## src/rtl/pic_multichannel_pkg.sv

```systemverilog
// Shared definitions for the multichannel interrupt controller: register map,
// CONTROL/EOI bit positions, handshake states and the priority resolver result.
package pic_multichannel_pkg;
  localparam int ID_W = 5;

  localparam logic [2:0] ADDR_CONTROL  = 3'd0;
  localparam logic [2:0] ADDR_MASK     = 3'd1;
  localparam logic [2:0] ADDR_TRIGGER  = 3'd2;
  localparam logic [2:0] ADDR_EOI      = 3'd3;
  localparam logic [2:0] ADDR_IRR      = 3'd4;
  localparam logic [2:0] ADDR_ISR      = 3'd5;
  localparam logic [2:0] ADDR_PRIORITY = 3'd6;

  localparam int CTRL_AUTO_EOI    = 0;
  localparam int CTRL_ROTATE      = 1;
  localparam int CTRL_VBASE_LSB   = 8;
  localparam int CTRL_VBASE_MSB   = 15;
  localparam int EOI_SPECIFIC_BIT = 8;

  typedef enum logic [1:0] {IDLE, PENDING, ACK} pic_state_e;

  typedef struct packed {
    logic            win_vld;
    logic [ID_W-1:0] win_id;
    logic            isr_any;
    logic [ID_W-1:0] isr_top;
  } pic_resolve_t;
endpackage

```

## src/rtl/pic_multichannel_controller_if.sv

```systemverilog
// Register bus plus CPU/peripheral interrupt signals of the controller.
interface pic_multichannel_controller_if #(
  parameter int NUM_IRQ      = 16,
  parameter int VECTOR_WIDTH = 8
);
  logic                    register_write;
  logic                    register_read;
  logic [2:0]              register_address;
  logic [31:0]             register_write_data;
  logic [31:0]             register_read_data;
  logic [NUM_IRQ-1:0]      interrupt_request;
  logic                    interrupt_to_cpu;
  logic                    interrupt_acknowledge;
  logic [VECTOR_WIDTH-1:0] interrupt_vector;
  logic                    interrupt_vector_valid;

  modport master (
    output register_write, register_read, register_address, register_write_data,
           interrupt_request, interrupt_acknowledge,
    input  register_read_data, interrupt_to_cpu, interrupt_vector, interrupt_vector_valid
  );

  modport slave (
    input  register_write, register_read, register_address, register_write_data,
           interrupt_request, interrupt_acknowledge,
    output register_read_data, interrupt_to_cpu, interrupt_vector, interrupt_vector_valid
  );
endinterface

```

## src/rtl/pic_priority_resolver.sv

```systemverilog
// Combinational arbiter: rotate so the highest-priority channel sits at bit 0,
// find-first on requests and in-service bits, then rotate the ids back.
module pic_priority_resolver
  import pic_multichannel_pkg::*;
#(
  parameter int NUM_IRQ = 16
) (
  input  logic [NUM_IRQ-1:0] request,
  input  logic [NUM_IRQ-1:0] mask,
  input  logic [NUM_IRQ-1:0] isr,
  input  logic [ID_W-1:0]    lowest_priority,
  output pic_resolve_t       result
);
  logic [ID_W:0]        base, req_pos, isr_pos, req_id, isr_id;
  logic [2*NUM_IRQ-1:0] req_sh, isr_sh;
  logic [NUM_IRQ-1:0]   req_rot, isr_rot;
  logic                 req_any, isr_any;

  always_comb begin
    base    = (lowest_priority >= ID_W'(NUM_IRQ-1)) ? '0 : {1'b0, lowest_priority} + 6'd1;
    req_sh  = {request & ~mask, request & ~mask} >> base;
    isr_sh  = {isr, isr} >> base;
    req_rot = req_sh[NUM_IRQ-1:0];
    isr_rot = isr_sh[NUM_IRQ-1:0];
    req_any = 1'b0;
    isr_any = 1'b0;
    req_pos = '0;
    isr_pos = '0;
    // Descending scan so the lowest rotated position (highest priority) wins.
    for (int k = NUM_IRQ-1; k >= 0; k--) begin
      if (req_rot[k]) begin req_any = 1'b1; req_pos = 6'(k); end
      if (isr_rot[k]) begin isr_any = 1'b1; isr_pos = 6'(k); end
    end
    req_id = req_pos + base;
    if (req_id >= 6'(NUM_IRQ)) req_id = req_id - 6'(NUM_IRQ);
    isr_id = isr_pos + base;
    if (isr_id >= 6'(NUM_IRQ)) isr_id = isr_id - 6'(NUM_IRQ);
    result.win_vld = req_any && (!isr_any || req_pos < isr_pos);
    result.win_id  = req_id[ID_W-1:0];
    result.isr_any = isr_any;
    result.isr_top = isr_id[ID_W-1:0];
  end
endmodule

```

## src/rtl/pic_multichannel_controller.sv

```systemverilog
// Interrupt controller top: config registers, IRR/ISR tracking with edge detect,
// acknowledge handshake FSM and registered read mux.
module pic_multichannel_controller
  import pic_multichannel_pkg::*;
#(
  parameter int NUM_IRQ      = 16,
  parameter int VECTOR_WIDTH = 8
) (
  input  logic                          clock,
  input  logic                          reset_n,
  pic_multichannel_controller_if.slave  bus
);
  localparam logic [NUM_IRQ-1:0] ONE = {{(NUM_IRQ-1){1'b0}}, 1'b1};

  logic                    auto_eoi, rotate_on_eoi;
  logic [7:0]              vector_base;
  logic [NUM_IRQ-1:0]      mask_q, trigger_q, irr_q, isr_q, pin_q;
  logic [ID_W-1:0]         lowest_q, lowest_nxt;
  logic [NUM_IRQ-1:0]      win_bit, rise, isr_nxt, irr_nxt;
  logic                    ack_take, eoi_wr;
  logic [VECTOR_WIDTH-1:0] vec_base_w, win_vec, spur_vec;
  pic_state_e              state;
  pic_resolve_t            res;

  pic_priority_resolver #(.NUM_IRQ(NUM_IRQ)) u_resolver (
    .request(irr_q), .mask(mask_q), .isr(isr_q), .lowest_priority(lowest_q), .result(res)
  );

  assign eoi_wr     = bus.register_write && bus.register_address == ADDR_EOI;
  assign ack_take   = bus.interrupt_acknowledge && state == PENDING && res.win_vld;
  assign win_bit    = ONE << res.win_id;
  assign rise       = bus.interrupt_request & ~pin_q;
  assign vec_base_w = VECTOR_WIDTH'(vector_base);
  assign win_vec    = vec_base_w + VECTOR_WIDTH'(res.win_id);
  assign spur_vec   = vec_base_w + VECTOR_WIDTH'(NUM_IRQ-1);

  // EOI is applied before the acknowledge sets its ISR bit in the same cycle.
  always_comb begin
    isr_nxt    = isr_q;
    lowest_nxt = lowest_q;
    if (eoi_wr) begin
      if (bus.register_write_data[EOI_SPECIFIC_BIT]) begin
        isr_nxt = isr_q & ~(ONE << bus.register_write_data[4:0]);
      end else if (res.isr_any) begin
        isr_nxt = isr_q & ~(ONE << res.isr_top);
        if (rotate_on_eoi) lowest_nxt = res.isr_top;
      end
    end
    if (ack_take && !auto_eoi) isr_nxt = isr_nxt | win_bit;
    if (ack_take && auto_eoi && rotate_on_eoi) lowest_nxt = res.win_id;
    irr_nxt = (trigger_q & ((irr_q & ~(ack_take ? win_bit : '0)) | rise))
            | (~trigger_q & bus.interrupt_request);
  end

  always_ff @(posedge clock or negedge reset_n) begin
    if (!reset_n) begin
      auto_eoi      <= 1'b0;
      rotate_on_eoi <= 1'b0;
      vector_base   <= '0;
      mask_q        <= '1;
      trigger_q     <= '1;
      irr_q         <= '0;
      isr_q         <= '0;
      pin_q         <= '0;
      lowest_q      <= ID_W'(NUM_IRQ-1);
    end else begin
      irr_q    <= irr_nxt;
      isr_q    <= isr_nxt;
      lowest_q <= lowest_nxt;
      pin_q    <= bus.interrupt_request;
      if (bus.register_write) begin
        case (bus.register_address)
          ADDR_CONTROL: begin
            auto_eoi      <= bus.register_write_data[CTRL_AUTO_EOI];
            rotate_on_eoi <= bus.register_write_data[CTRL_ROTATE];
            vector_base   <= bus.register_write_data[CTRL_VBASE_MSB:CTRL_VBASE_LSB];
          end
          ADDR_MASK:    mask_q    <= bus.register_write_data[NUM_IRQ-1:0];
          ADDR_TRIGGER: trigger_q <= bus.register_write_data[NUM_IRQ-1:0];
          default: ;
        endcase
      end
    end
  end

  always_ff @(posedge clock or negedge reset_n) begin
    if (!reset_n) begin
      bus.register_read_data <= '0;
    end else if (bus.register_read) begin
      case (bus.register_address)
        ADDR_CONTROL:  bus.register_read_data <= {16'h0, vector_base, 6'h0, rotate_on_eoi, auto_eoi};
        ADDR_MASK:     bus.register_read_data <= 32'(mask_q);
        ADDR_TRIGGER:  bus.register_read_data <= 32'(trigger_q);
        ADDR_IRR:      bus.register_read_data <= 32'(irr_q);
        ADDR_ISR:      bus.register_read_data <= 32'(isr_q);
        ADDR_PRIORITY: bus.register_read_data <= 32'(lowest_q);
        default:       bus.register_read_data <= '0;
      endcase
    end
  end

  // Acknowledge outside PENDING, or with no winner left, returns the spurious vector.
  always_ff @(posedge clock or negedge reset_n) begin
    if (!reset_n) begin
      state                      <= IDLE;
      bus.interrupt_to_cpu       <= 1'b0;
      bus.interrupt_vector       <= '0;
      bus.interrupt_vector_valid <= 1'b0;
    end else begin
      bus.interrupt_vector_valid <= 1'b0;
      case (state)
        IDLE: begin
          if (bus.interrupt_acknowledge) begin
            bus.interrupt_vector       <= spur_vec;
            bus.interrupt_vector_valid <= 1'b1;
            state                      <= ACK;
          end else if (res.win_vld) begin
            bus.interrupt_to_cpu <= 1'b1;
            state                <= PENDING;
          end
        end
        PENDING: begin
          if (bus.interrupt_acknowledge) begin
            bus.interrupt_vector       <= res.win_vld ? win_vec : spur_vec;
            bus.interrupt_vector_valid <= 1'b1;
            bus.interrupt_to_cpu       <= 1'b0;
            state                      <= ACK;
          end else if (!res.win_vld) begin
            bus.interrupt_to_cpu <= 1'b0;
            state                <= IDLE;
          end
        end
        default: state <= IDLE;
      endcase
    end
  end
endmodule

```

## src/flat_wrapper.sv

```systemverilog
// flat-port wrapper written by rule: the top's interface ports become plain ports
module pic_multichannel_controller_flat import pic_multichannel_pkg::*;
#(
  parameter int NUM_IRQ      = 16,
  parameter int VECTOR_WIDTH = 8
)
  (clock, reset_n, bus_register_write, bus_register_read, bus_register_address, bus_register_write_data, bus_interrupt_request, bus_interrupt_acknowledge, bus_register_read_data, bus_interrupt_to_cpu, bus_interrupt_vector, bus_interrupt_vector_valid);
  pic_multichannel_controller_if #(.NUM_IRQ(NUM_IRQ), .VECTOR_WIDTH(VECTOR_WIDTH)) bus_i ();
  input  logic clock;
  input  logic reset_n;
  input wire logic [$bits(bus_i.register_write)-1:0] bus_register_write;
  input wire logic [$bits(bus_i.register_read)-1:0] bus_register_read;
  input wire logic [$bits(bus_i.register_address)-1:0] bus_register_address;
  input wire logic [$bits(bus_i.register_write_data)-1:0] bus_register_write_data;
  input wire logic [$bits(bus_i.interrupt_request)-1:0] bus_interrupt_request;
  input wire logic [$bits(bus_i.interrupt_acknowledge)-1:0] bus_interrupt_acknowledge;
  output wire logic [$bits(bus_i.register_read_data)-1:0] bus_register_read_data;
  output wire logic [$bits(bus_i.interrupt_to_cpu)-1:0] bus_interrupt_to_cpu;
  output wire logic [$bits(bus_i.interrupt_vector)-1:0] bus_interrupt_vector;
  output wire logic [$bits(bus_i.interrupt_vector_valid)-1:0] bus_interrupt_vector_valid;
  assign bus_i.register_write = bus_register_write;
  assign bus_i.register_read = bus_register_read;
  assign bus_i.register_address = bus_register_address;
  assign bus_i.register_write_data = bus_register_write_data;
  assign bus_i.interrupt_request = bus_interrupt_request;
  assign bus_i.interrupt_acknowledge = bus_interrupt_acknowledge;
  assign bus_register_read_data = bus_i.register_read_data;
  assign bus_interrupt_to_cpu = bus_i.interrupt_to_cpu;
  assign bus_interrupt_vector = bus_i.interrupt_vector;
  assign bus_interrupt_vector_valid = bus_i.interrupt_vector_valid;
  pic_multichannel_controller #(.NUM_IRQ(NUM_IRQ), .VECTOR_WIDTH(VECTOR_WIDTH)) u_core (.clock(clock), .reset_n(reset_n), .bus(bus_i));
endmodule
```

## config.mk

```make
export PLATFORM = sky130hd
export DESIGN_NAME = pic_multichannel_controller_flat
export DESIGN_NICKNAME = d
export VERILOG_FILES = /design/src/rtl/pic_multichannel_pkg.sv /design/src/rtl/pic_multichannel_controller_if.sv /design/src/rtl/pic_priority_resolver.sv /design/src/rtl/pic_multichannel_controller.sv /design/src/flat_wrapper.sv
export SDC_FILE = /design/constraint.sdc
export NUM_CORES = 1
export LEC_CHECK = 0
export ABC_AREA = 1
export BUFFER_PORTS_ARGS = -buffer_cell sky130_fd_sc_hd__buf_2
export CAP_MARGIN = 20
export CORE_MARGIN = 1.5
export CORE_UTILIZATION = 35
export CTS_CLUSTER_SIZE = 40
export DETAILED_ROUTE_END_ITERATION = 7
export GPL_TIMING_DRIVEN = 0
export PLACE_DENSITY = 0.58
export SYNTH_ARGS = -nofsm -noshare
export SYNTH_HDL_FRONTEND = slang
export SYNTH_SLANG_ARGS = --single-unit
```

## constraint.sdc

```tcl
create_clock -name clock -period 6.9 [get_ports clock]
set_input_delay 0.69 -clock clock [delete_from_list [all_inputs] [get_ports clock]]
set_output_delay 0.69 -clock clock [all_outputs]
set_load 0.05 [all_outputs]
```

==> results.cfg <==
[clocking]
clock_sinks = 123
postCtsSetupBuffers = 0
cts_buffers = 17
htreeDepth = 4
post_cts_resized = 0
tritoncts = built
cts_hold_buf = 0
path_clk_slew_ps = 60
clock_tree.buffer_depth = 2
clkLatencyLatePin_ps = 420
cts_root_buffer = clkbuf_16

[grt]
antenna_found_initial = 0
grt_max_degree = 98
grt_pass1_vias = 8522
grt-ovfl-total = 0
grt_pass1_wl_um = 48640
grt_usage = 0.2362

[sta]
period_needed_ps = 6237
hold_viol_final = 0
rsz0062_at_grt = no
max_freq_mhz = 160.3
fin_crit_sh = 0.9040
worst_pin_slew_ps = 847.9
setup_tns_ps = 0
relSlewSlack = 0.4296
setup-violations-final = 0
fin_skew_ps = 9.737
final_max_slew_viol_count = 0

[critical_path]
crit_path_top_delay_cell = a21boi_0
crit_type = flip-flop to flip-flop
crit_path_start = u_core.lowest_q[0]
cp-start-kind = flip-flop
crit_required_ps = 7260
rr_startpoint = u_core.lowest_q[0]
cpPeakStageDelay_ps = 660
worstSetupEndpointType = flip-flop
crit_arrival_ps = 6590
cp_max_fo = 10

[hold_path]
hold_class = primary input to asynchronous set/reset pin

[route]
remaining_drc_errors = 0
firstDrtPassIters = 5
vias = 9395
vias_per_cell = 5.185
top_layer_used = met4
met3_wirelength_um = 1603
wl_met1_um = 14260
post_drt_wl_per_cell_um = 17.40
first_iter_violations = 625
drtAntennaViolNets = 0
dr_wl_met2_um = 14670
drt_wl_total_um = 31540

[die]
fp.dieH_um = 164.6
rows = 58
die_w_um = 164.6
initial_core_util = 0.3598
core_um2 = 25400
ios = 98
die_area_um2 = 27080

[cells_and_area]
layout_commonest_cell = nand2_1
area_growth_syn_to_layout_pct = 15.51
layout-drive-gt1-share = 0.1552
antenna_cells = 0
finalNetCount = 1545
fill_cells = 2712
final_cell_mix = nand2_1, inv_1, o21ai_0

[outcome]
status = finished, final reports clean

[logic_synthesis]
async_flop_share = 1.000
avgSynthCellArea_um2 = 6.670
synth_seq_area_share = 0.3418
yosys_most_used_dff = dfrtp_1
synth_edf_count = 0
synthCells = 1370
synth_cell_type_count = 51
ys_ff_latch = 123
ys.warnings.count = 0
netlist_area_um2 = 9138

[job]
cap_violations = 0

[placed_design]
gp_congestion = 0.9754
port_buffers = 64
hpwlAfterDp_um = 25120
-- cell type report --
class | instances | area (µm²) | share of cell area
multi-input cells | 1032 | 5052 | 0.4787
flip-flops and latches | 123 | 3123 | 0.2959
inverters | 164 | 615.6 | 0.05832
clock buffers | 18 | 439.2 | 0.04161
well taps | 330 | 412.9 | 0.03912
plain buffers | 66 | 402.9 | 0.03817
repair buffers | 65 | 354.1 | 0.03355
clock inverters | 14 | 155.1 | 0.01470
-- kinds of logic (layout without fill, tap and decap cells) --
| logic type | count (synthesis) | count (layout) | share of synthesized area |
|---|---|---|---|
| adder cells (fa/ha/maj) | 20 | 20 | 0.02985 |
| AND/OR/NAND/NOR | 727 | 727 | 0.3336 |
| buffers and inverters | 230 | 327 | 0.1115 |
| XOR/XNOR | 11 | 11 | 0.01054 |
| AO/OA/AOI/OAI | 258 | 258 | 0.1724 |
| other | 1 | 16 | 0.0004104 |
| flip-flops | 123 | 123 | 0.3418 |
-- path summary, 6_finish.rpt --
check	endpoint	slack, ps	cells past startpoint
min in group clock	u_core.pin_q[4]	390	1
min reg2reg	u_core.bus.interrupt_to_cpu	470	2
max reg2reg	u_core.bus.interrupt_vector[6]	660	31
max	u_core.bus.interrupt_vector[6]	660	31
max in group asynchronous	u_core.mask_q[0]	5970	2
min	u_core.bus.interrupt_vector[5]	130	1
-- Yosys cell counts, drive strengths merged, types with 9 or more instances --
cell type / count / area (µm²)
dfstp: 36 / 945.9
buf: 46 / 326.6
dfrtp: 87 / 2177
inv: 164 / 615.6
clkbuf: 20 / 76.32
o21bai: 17 / 161.4
o211ai: 17 / 127.6
or2: 9 / 56.30
nand2: 495 / 1883
nor3: 21 / 105.1
o221ai: 17 / 148.9
a21oi: 20 / 115.1
nand3: 104 / 530.5
ha: 17 / 212.7
xor2: 10 / 87.58
nor2: 74 / 307.8
nand4: 19 / 131.4
o21ai: 158 / 794.5
-- registers in the layout, indices dropped and copies added, names as in the netlist --
| name | flops |
|---|---|
| u_core.bus.register_read_data | 16 |
| u_core.irr_q | 16 |
| u_core.isr_q | 16 |
| u_core.mask_q | 16 |
| u_core.pin_q | 16 |
| u_core.trigger_q | 16 |
| u_core.bus.interrupt_vector | 8 |
| u_core.vec_base_w | 8 |
| u_core.lowest_q | 5 |
| u_core.state | 2 |
| u_core.auto_eoi | 1 |
| u_core.bus.interrupt_to_cpu | 1 |
| u_core.bus.interrupt_vector_valid | 1 |
| u_core.rotate_on_eoi | 1 |
-- routing by layer --
| layer | track usage | up-vias |
|---|---|---|
| met2 | 0.3888 | 353 |
| met5 | 0 | - |
| li1 | - | 4636 |
| met4 | 0.08559 | 0 |
| met1 | 0.3211 | 4353 |
| met3 | 0.02386 | 53 |
-- critical path: cells and delay by family, from the launching register on --
| kind | cells | cell delay [ps] |
|---|---|---|
| fa+ha+maj | 4 | 1100 |
| xor+xnor | 1 | 150 |
| flops | 1 | 410 |
| buf+inv | 5 | 700 |
| simple gates | 13 | 1810 |
| compound gates | 8 | 2010 |
-- metrics by stage --
stage	hold WS, ps	area, µm²	std cells	worst slack (ps)	utilization
5_1_grt	147.7	10560	1812	45.03	0.4156
3_5_place_dp	460.4	9961	1780	722.9	0.3922
4_1_cts	142.5	10560	1812	680.3	0.4156
3_3_place_gp	458.3	9927	1779	715.2	0.3908
6_report	130.4	10560	1812	662.5	0.4156
2_1_floorplan	394.4	9194	1385	1851	-
Power is left out: the tool's default activity adds up to more than one toggle a clock period on the data nets, which glitch-free logic cannot reach.
